**config.mk**
```make
export PLATFORM = sky130hd
export DESIGN_NAME = boot_rom_reader
export DESIGN_NICKNAME = d
export VERILOG_FILES = /design/src/rtl/boot_rom_reader.sv
export SDC_FILE = /design/constraint.sdc
export NUM_CORES = 1
export LEC_CHECK = 0
export CAP_MARGIN = 20
export CELL_PAD_IN_SITES_DETAIL_PLACEMENT = 1
export CELL_PAD_IN_SITES_GLOBAL_PLACEMENT = 1
export CORE_MARGIN = 5
export CORE_UTILIZATION = 40
export DETAILED_ROUTE_END_ITERATION = 8
export GPL_TIMING_DRIVEN = 0
export PLACE_DENSITY_LB_ADDON = 0.1
export REMOVE_ABC_BUFFERS = 1
export SLEW_MARGIN = 20
export SYNTH_ARGS = -nofsm -noshare
export SYNTH_HDL_FRONTEND = slang
export SYNTH_SLANG_ARGS = --single-unit
```
**constraint.sdc**
```tcl
create_clock -name CLK -period 4.28 [get_ports CLK]
set_input_delay 0.856 -clock CLK [delete_from_list [all_inputs] [get_ports CLK]]
set_output_delay 0.856 -clock CLK [all_outputs]
set_load 0.03 [all_outputs]
```
**src/rtl/boot_rom_reader.sv**
```systemverilog
// Burst reader for a synchronous boot ROM: fetches word_count words starting at base_addr,
// presents each on a valid/ready port and accumulates a 32-bit running checksum.
module boot_rom_reader (
    input  logic        CLK,
    input  logic        RSTN,
    input  logic        start,
    input  logic [9:0]  base_addr,
    input  logic [10:0] word_count,
    output logic        rom_csn_o,
    output logic [9:0]  rom_addr_o,
    input  logic [31:0] rom_rdata_i,
    output logic [31:0] data_o,
    output logic [9:0]  addr_o,
    output logic        valid_o,
    input  logic        ready_i,
    output logic        busy,
    output logic        done,
    output logic [31:0] checksum_o
);

    typedef enum logic [2:0] {
        ST_IDLE,
        ST_RD,
        ST_CAP,
        ST_HOLD,
        ST_DONE
    } state_t;

    state_t      state_reg, state_next;
    logic [9:0]  cur_addr_reg, cur_addr_next;
    logic [10:0] remaining_reg, remaining_next;
    logic [31:0] data_reg, data_next;
    logic [9:0]  addr_reg, addr_next;
    logic [31:0] checksum_reg, checksum_next;

    always_ff @(posedge CLK or negedge RSTN) begin
        if (!RSTN) begin
            state_reg     <= ST_IDLE;
            cur_addr_reg  <= '0;
            remaining_reg <= '0;
            data_reg      <= '0;
            addr_reg      <= '0;
            checksum_reg  <= '0;
        end else begin
            state_reg     <= state_next;
            cur_addr_reg  <= cur_addr_next;
            remaining_reg <= remaining_next;
            data_reg      <= data_next;
            addr_reg      <= addr_next;
            checksum_reg  <= checksum_next;
        end
    end

    always_comb begin
        state_next     = state_reg;
        cur_addr_next  = cur_addr_reg;
        remaining_next = remaining_reg;
        data_next      = data_reg;
        addr_next      = addr_reg;
        checksum_next  = checksum_reg;
        case (state_reg)
            ST_IDLE: begin
                if (start) begin
                    checksum_next = '0;
                    if (word_count != 11'd0) begin
                        cur_addr_next  = base_addr;
                        remaining_next = word_count;
                        state_next     = ST_RD;
                    end else begin
                        state_next = ST_DONE;
                    end
                end
            end
            ST_RD: begin
                state_next = ST_CAP;
            end
            ST_CAP: begin
                // ROM data is valid the cycle after the chip-select cycle
                data_next     = rom_rdata_i;
                addr_next     = cur_addr_reg;
                checksum_next = checksum_reg + rom_rdata_i;
                state_next    = ST_HOLD;
            end
            ST_HOLD: begin
                if (ready_i) begin
                    remaining_next = remaining_reg - 11'd1;
                    if (remaining_reg == 11'd1) begin
                        state_next = ST_DONE;
                    end else begin
                        // 10-bit add wraps 0x3FF to 0x000 naturally
                        cur_addr_next = cur_addr_reg + 10'd1;
                        state_next    = ST_RD;
                    end
                end
            end
            ST_DONE: begin
                state_next = ST_IDLE;
            end
            default: begin
                state_next = ST_IDLE;
            end
        endcase
    end

    assign rom_csn_o  = (state_reg != ST_RD);
    assign rom_addr_o = cur_addr_reg;
    assign data_o     = data_reg;
    assign addr_o     = addr_reg;
    assign valid_o    = (state_reg == ST_HOLD);
    assign busy       = (state_reg != ST_IDLE);
    assign done       = (state_reg == ST_DONE);
    assign checksum_o = checksum_reg;

endmodule

```
# [Yosys cells after proc, flatten, opt, wreduce, memory -nomap -nowiden]
# Index checks and enable logic that the tools add are counted.
[word_totals] output_inout_bits=88 reg_bits=98 elab_cells=44 inputBits=57
[classes] n_addsub=3 eq_ne=10 muxes=16 n_reduce_logical=9
[op_table] operator="32-bit one-hot mux with 2 select lines" n=1
[op_table] operator="10-bit two-way mux" n=4
[op_table] operator="11-bit two-way mux" n=3
[op_table] operator="32-bit adder" n=1
[op_table] operator="32-bit two-way mux" n=1
[op_table] operator="11-bit one-hot mux with 2 select lines" n=1
[op_table] operator="10-bit one-hot mux with 2 select lines" n=1
[op_table] operator="3-bit two-way mux" n=4
[op_table] operator="3-bit one-hot mux with 4 select lines" n=1
[op_table] operator="11-bit by 1-bit equality test with 1-bit output (second input constant)" n=1
[op_table] operator="11-bit nonzero test" n=1
[op_table] operator="11-bit by 1-bit subtractor with 11-bit output (second input constant)" n=1
[op_table] operator="10-bit by 1-bit adder with 10-bit output (second input constant)" n=1
[op_table] operator="3-bit by 2-bit equality test with 1-bit output (second input constant)" n=2
[op_table] operator="2-bit != test (second input constant)" n=3
[op_table] operator="5-bit AND reduction" n=1
[op_table] operator="2-bit AND reduction" n=2
[op_table] operator="4-bit AND reduction" n=1
[op_table] operator="2-bit nonzero test" n=2
[op_table] operator="3-bit by 1-bit equality test with 1-bit output (second input constant)" n=1
[op_table] operator="3-bit equality test (second input constant)" n=1
[op_table] operator="3-bit zero test" n=1
[op_table] operator="3-bit by 1-bit != test with 1-bit output (second input constant)" n=1
[op_table] operator="3-bit nonzero test" n=1
[op_table] operator="2-bit by 1-bit != test with 1-bit output (second input constant)" n=1

# [Logic depth before layout (Yosys ltp)]
[depth] word_depth=4 ltp_mapped=12 depth_no_buf=12

# [Worst setup path after synthesis]
# OpenSTA, ideal clock, no wires.
[synth_path] kind="input to register" start="input port rom_rdata_i[0]" end="register checksum_reg[24], in the netlist checksum_o[24]" t_required_ps=4151 setup_ps=129 path_buffers=0 t_arrival_ps=2866 slack_ps=1285 cell_stages=12 cell_sequence="ha_1 -> inv_1 -> fa_1 -> nor2b_1 -> o21ai_2 -> a21boi_2 -> o31ai_2 -> a21oi_4 -> a2111oi_2 -> o41ai_1 -> xnor2_1 -> o21ai_1"
[synth_via] elab_chain_cells=2
[synth_rtl] element="start, declared" line="11" text="input logic [31:0] rom_rdata_i,"
[synth_rtl] element="32-bit adder" line="81" text="checksum_next = checksum_reg + rom_rdata_i;"
[synth_rtl] element="32-bit one-hot mux with 2 select lines" line="61" text="case (state_reg)"
[synth_rtl] element="end signal, assigned" line="50" text="checksum_reg <= checksum_next;"
[synth_rtl] element="end, declared" line="34" text="logic [31:0] checksum_reg, checksum_next;"
# Every way passes these cells.
# A chain may end at the register's enable or synchronous reset.

# [Final worst setup path]
[layout_path] start="register state_reg[1]" end="output port valid_o"
[layout_via] elab_chain_cells=1
[layout_rtl] element="start, declared" line="29" text="state_t state_reg, state_next;"
[layout_rtl] element="start signal, assigned" line="45" text="state_reg <= state_next;"
[layout_rtl] element="3-bit by 2-bit equality test with 1-bit output" line="109" text="assign valid_o = (state_reg == ST_HOLD);"
[layout_rtl] element="end, declared" line="14" text="output logic valid_o,"
# Every way passes these cells.

==> impl_metrics.json <==
{
  "yosys_register_bits": 98,
  "path_max_fanout": 41,
  "synth-adder-area-share_pct": 7.45,
  "critPathKind": "register to output pin",
  "floorplan_row_count": 44,
  "initialDrtViolationCount": 205,
  "dp.cells": 997,
  "cell_area_after_placement_mm2": 0.00752,
  "place.port_buffers": 144,
  "vias_per_cell": 5.52,
  "synth_enable_flop_cells": 0,
  "cellLeakagePower_uw": 0.00350,
  "postcts_resize_cnt": 0,
  "min_path_type": "input port to async pin",
  "worstPathCellList": "nand2_1 > or2_2 > inv_1 > clkdlybuf4s50_1",
  "drc_errors": 0,
  "final.min_clock_period_ps": 3680,
  "slowest_delay_ps": 780,
  "drt_first_pass_iters": 4,
  "report.final.setup_viol": 0,
  "cts_buffer_depth": 2,
  "tritoncts": "done",
  "fraction_of_the_yosys_area_taken_by_sequential_cells_pct": 41.0,
  "compound_cell_area_share_of_the_yosys_netlist_pct": 21.0,
  "clockRootBuffer": "sky130_fd_sc_hd__clkbuf_16",
  "post-route-period-util_pct": 85.9,
  "cp_data_required_time_ps": 3420,
  "coreArea_mm2": 0.0146,
  "grt_usage_pct": 21.1,
  "critPathArrivalTime_ps": 2820,
  "antenna_violating_nets_post_route": 0,
  "antenna_cells_inserted": 0,
  "grt_pass1_vias": 6093,
  "final_cells": 1013,
  "num-nets-final": 916,
  "timing.final.ws_setup_ps": 603,
  "synth_async_sr_flop_share_pct": 100,
  "netlist_instances": 704,
  "slowest_library_cell_on_the_worst_path": "sky130_fd_sc_hd__clkdlybuf4s50_1",
  "post-route-cell-area_mm2": 0.00779,
  "timing.clock.skew_ps": 10.7,
  "pre_cts_ws_ps": 428,
  "post_synth_instance_area_mm2": 0.00598,
  "gr-max-usage-layer": "met2",
  "htree_levels": 3,
  "clock_tree_sinks": 98,
  "place.gp.congestion": 0.859,
  "detailed_placement_hpwl_mm": 13.4,
  "irDropWorstVdd_mv": 0.454,
  "synth.area.mux_share_pct": 0.168,
  "global_route.usage.met2_pct": 35.9,
  "globalRoute.totalOverflow": 0,
  "avgSynthCellArea_um2": 8.49,
  "fp.dieW_um": 132,
  "antenna_found_initial": 0,
  "leading_cell_types_in_the_layout_fill_and_taps_excluded": "186 x sky130_fd_sc_hd__nand2_1, 143 x sky130_fd_sc_hd__clkdlybuf4s50_1, 98 x sky130_fd_sc_hd__dfrtp_1, 59 x sky130_fd_sc_hd__o21ai_0, 46 x sky130_fd_sc_hd__a21oi_1",
  "synth-warning-count": 0,
  "io_pins": 145,
  "yosys.cell_types.count": 70,
  "wl_per_cell_um": 17.9,
  "insertion_delay_ps": 360,
  "cts_setup_buffers": 0,
  "syn2layout_area_growth_pct": 30.3,
  "initial_utilization_pct": 41.0,
  "final_hold_viol_count": 0,
  "worstSetupStartpointType": "register",
  "synth_flop_cell": "sky130_fd_sc_hd__dfrtp_1",
  "floorplan.die.height_um": 132,
  "maximum_number_of_pins_on_one_net_before_global_route_repair": 71,
  "cts.clk_slew.worst_paths_ps": 70,
  "tns_ps": 0,
  "grt_pass1_wl_mm": 31.0,
  "met1_usage_grt_pct": 27.3,
  "p_total_uw": 7040,
  "power_density_cells_mw_per_mm2": 904,
  "worstSetupEndpointType": "output pin",
  "timing.max_slew.rel_slack_pct": 47.0,
  "achievable-frequency_mhz": 272,
  "cts-hold-fix-buffers": 0,
  "path_delay_family": "buffers and inverters",
  "rsz0062_at_grt": "false",
  "synth-simple-area-share_pct": 22.0,
  "status": "finished clean",
  "dr_total_vias": 5589,
  "post_synth_xor_area_fraction_pct": 3.81,
  "ratio_of_cells_with_drive_above_1_in_the_final_layout_pct": 5.55,
  "layout.cells.most_common": "sky130_fd_sc_hd__nand2_1",
  "drt-total-wl_mm": 18.1,
  "report.final.slew_viol_count": 0,
  "cp_num_buf_inv": 2,
  "die_area_mm2": 0.0175,
  "fill_cells": 1700,
  "numCtsBuffers": 9,
  "max-cap-violations": 0,
  "largest_family_of_logic_cells_by_synthesized_area": "simple AND/OR/NAND/NOR gates",
  "met3_use_gr_pct": 4.35,
  "tightest_slew_ps": 794
}
-- routing by layer --
layer / up-vias / wire, um
met2: 113 / 8840
met4: 0 / 252
met5: - / 0
li1: 2709 / -
met1: 2752 / 8150
met3: 15 / 857
-- power breakdown --
group | switching [uW] | internal (uW)
Sequential | 377 | 1390
Combinational | 2740 | 1760
Clock | 363 | 409
-- stage by stage --
| step | hold slack [ps] | utilization (%) |
|---|---|---|
| finish | 373 | 53.4 |
| global route | 400 | 53.4 |
| CTS | 388 | 53.4 |
| detailed placement | 462 | 51.6 |
| global placement | 457 | 50.9 |
| floorplan | 472 | - |
-- worst reg2reg max path: cells and delay by family (launching register included) --
family | cells | cell delay [ps]
and+or+nand+nor | 4 | 1310
buffers and inverters | 1 | 450
AOI/OAI and AO/OA | 3 | 590
DFF | 1 | 480
-- cells by family after synthesis --
family                     after synthesis
buffers and inverters                   52
DFF                                     98
AOI/OAI and AO/OA                      193
adders and majority gates               35
xor gates and xnor gates                26
and+or+nand+nor                        299
muxes                                    1
-- path summary, 6_finish.rpt --
kind / start / end / slack, ps / cells past startpoint
min reg2reg: addr_o[6] / addr_o[6] / 470 / 2
min: RSTN / data_o[11] / 370 / 1
min in group CLK: addr_o[6] / addr_o[6] / 470 / 2
max in group asynchronous: RSTN / data_o[27] / 3250 / 2
max reg2reg: state_reg[1] / remaining_reg[0] / 1290 / 8
max: state_reg[1] / valid_o / 600 / 4
-- synthesized netlist by cell type, types with 3 or more instances --
master	instances	area share, %
sky130_fd_sc_hd__o21ai_1	5	0.42
sky130_fd_sc_hd__a22oi_1	3	0.38
sky130_fd_sc_hd__nor4_1	8	0.84
sky130_fd_sc_hd__nand2_1	186	12
sky130_fd_sc_hd__clkbuf_8	5	1.2
sky130_fd_sc_hd__and3_1	5	0.52
sky130_fd_sc_hd__clkbuf_1	26	1.6
sky130_fd_sc_hd__buf_2	4	0.34
sky130_fd_sc_hd__o21bai_1	8	1.0
sky130_fd_sc_hd__inv_1	14	0.88
sky130_fd_sc_hd__o21ai_0	59	4.9
sky130_fd_sc_hd__dfrtp_1	98	41
sky130_fd_sc_hd__a21oi_1	47	3.9
sky130_fd_sc_hd__nand3_1	11	0.92
sky130_fd_sc_hd__nor3_1	12	1.0
sky130_fd_sc_hd__xor2_1	13	1.9
sky130_fd_sc_hd__nand2b_1	4	0.42
sky130_fd_sc_hd__xnor2_1	13	1.9
sky130_fd_sc_hd__or2_2	3	0.31
sky130_fd_sc_hd__a21o_2	3	0.44
sky130_fd_sc_hd__a31oi_1	9	0.94
sky130_fd_sc_hd__a211oi_1	4	0.50
sky130_fd_sc_hd__a21o_1	16	2.0
sky130_fd_sc_hd__nand4_1	11	1.2
sky130_fd_sc_hd__nor2_1	36	2.3
sky130_fd_sc_hd__ha_1	34	7.1
sky130_fd_sc_hd__a22o_1	4	0.59
sky130_fd_sc_hd__nor2b_1	5	0.52
sky130_fd_sc_hd__o22ai_1	4	0.42
-- layout make-up --
cell class / instances / area [um2] / area share, %
Clock inverter: 3 / 15.0 / 0.193
Clock buffer: 13 / 250 / 3.21
Multi-Input combinational cell: 554 / 3270 / 42.0
Sequential cell: 98 / 2450 / 31.5
Timing Repair Buffer: 147 / 1520 / 19.5
Inverter: 14 / 52.6 / 0.675
Tap cell: 184 / 230 / 2.96
No activity file was read; power rests on OpenSTA's default activity.
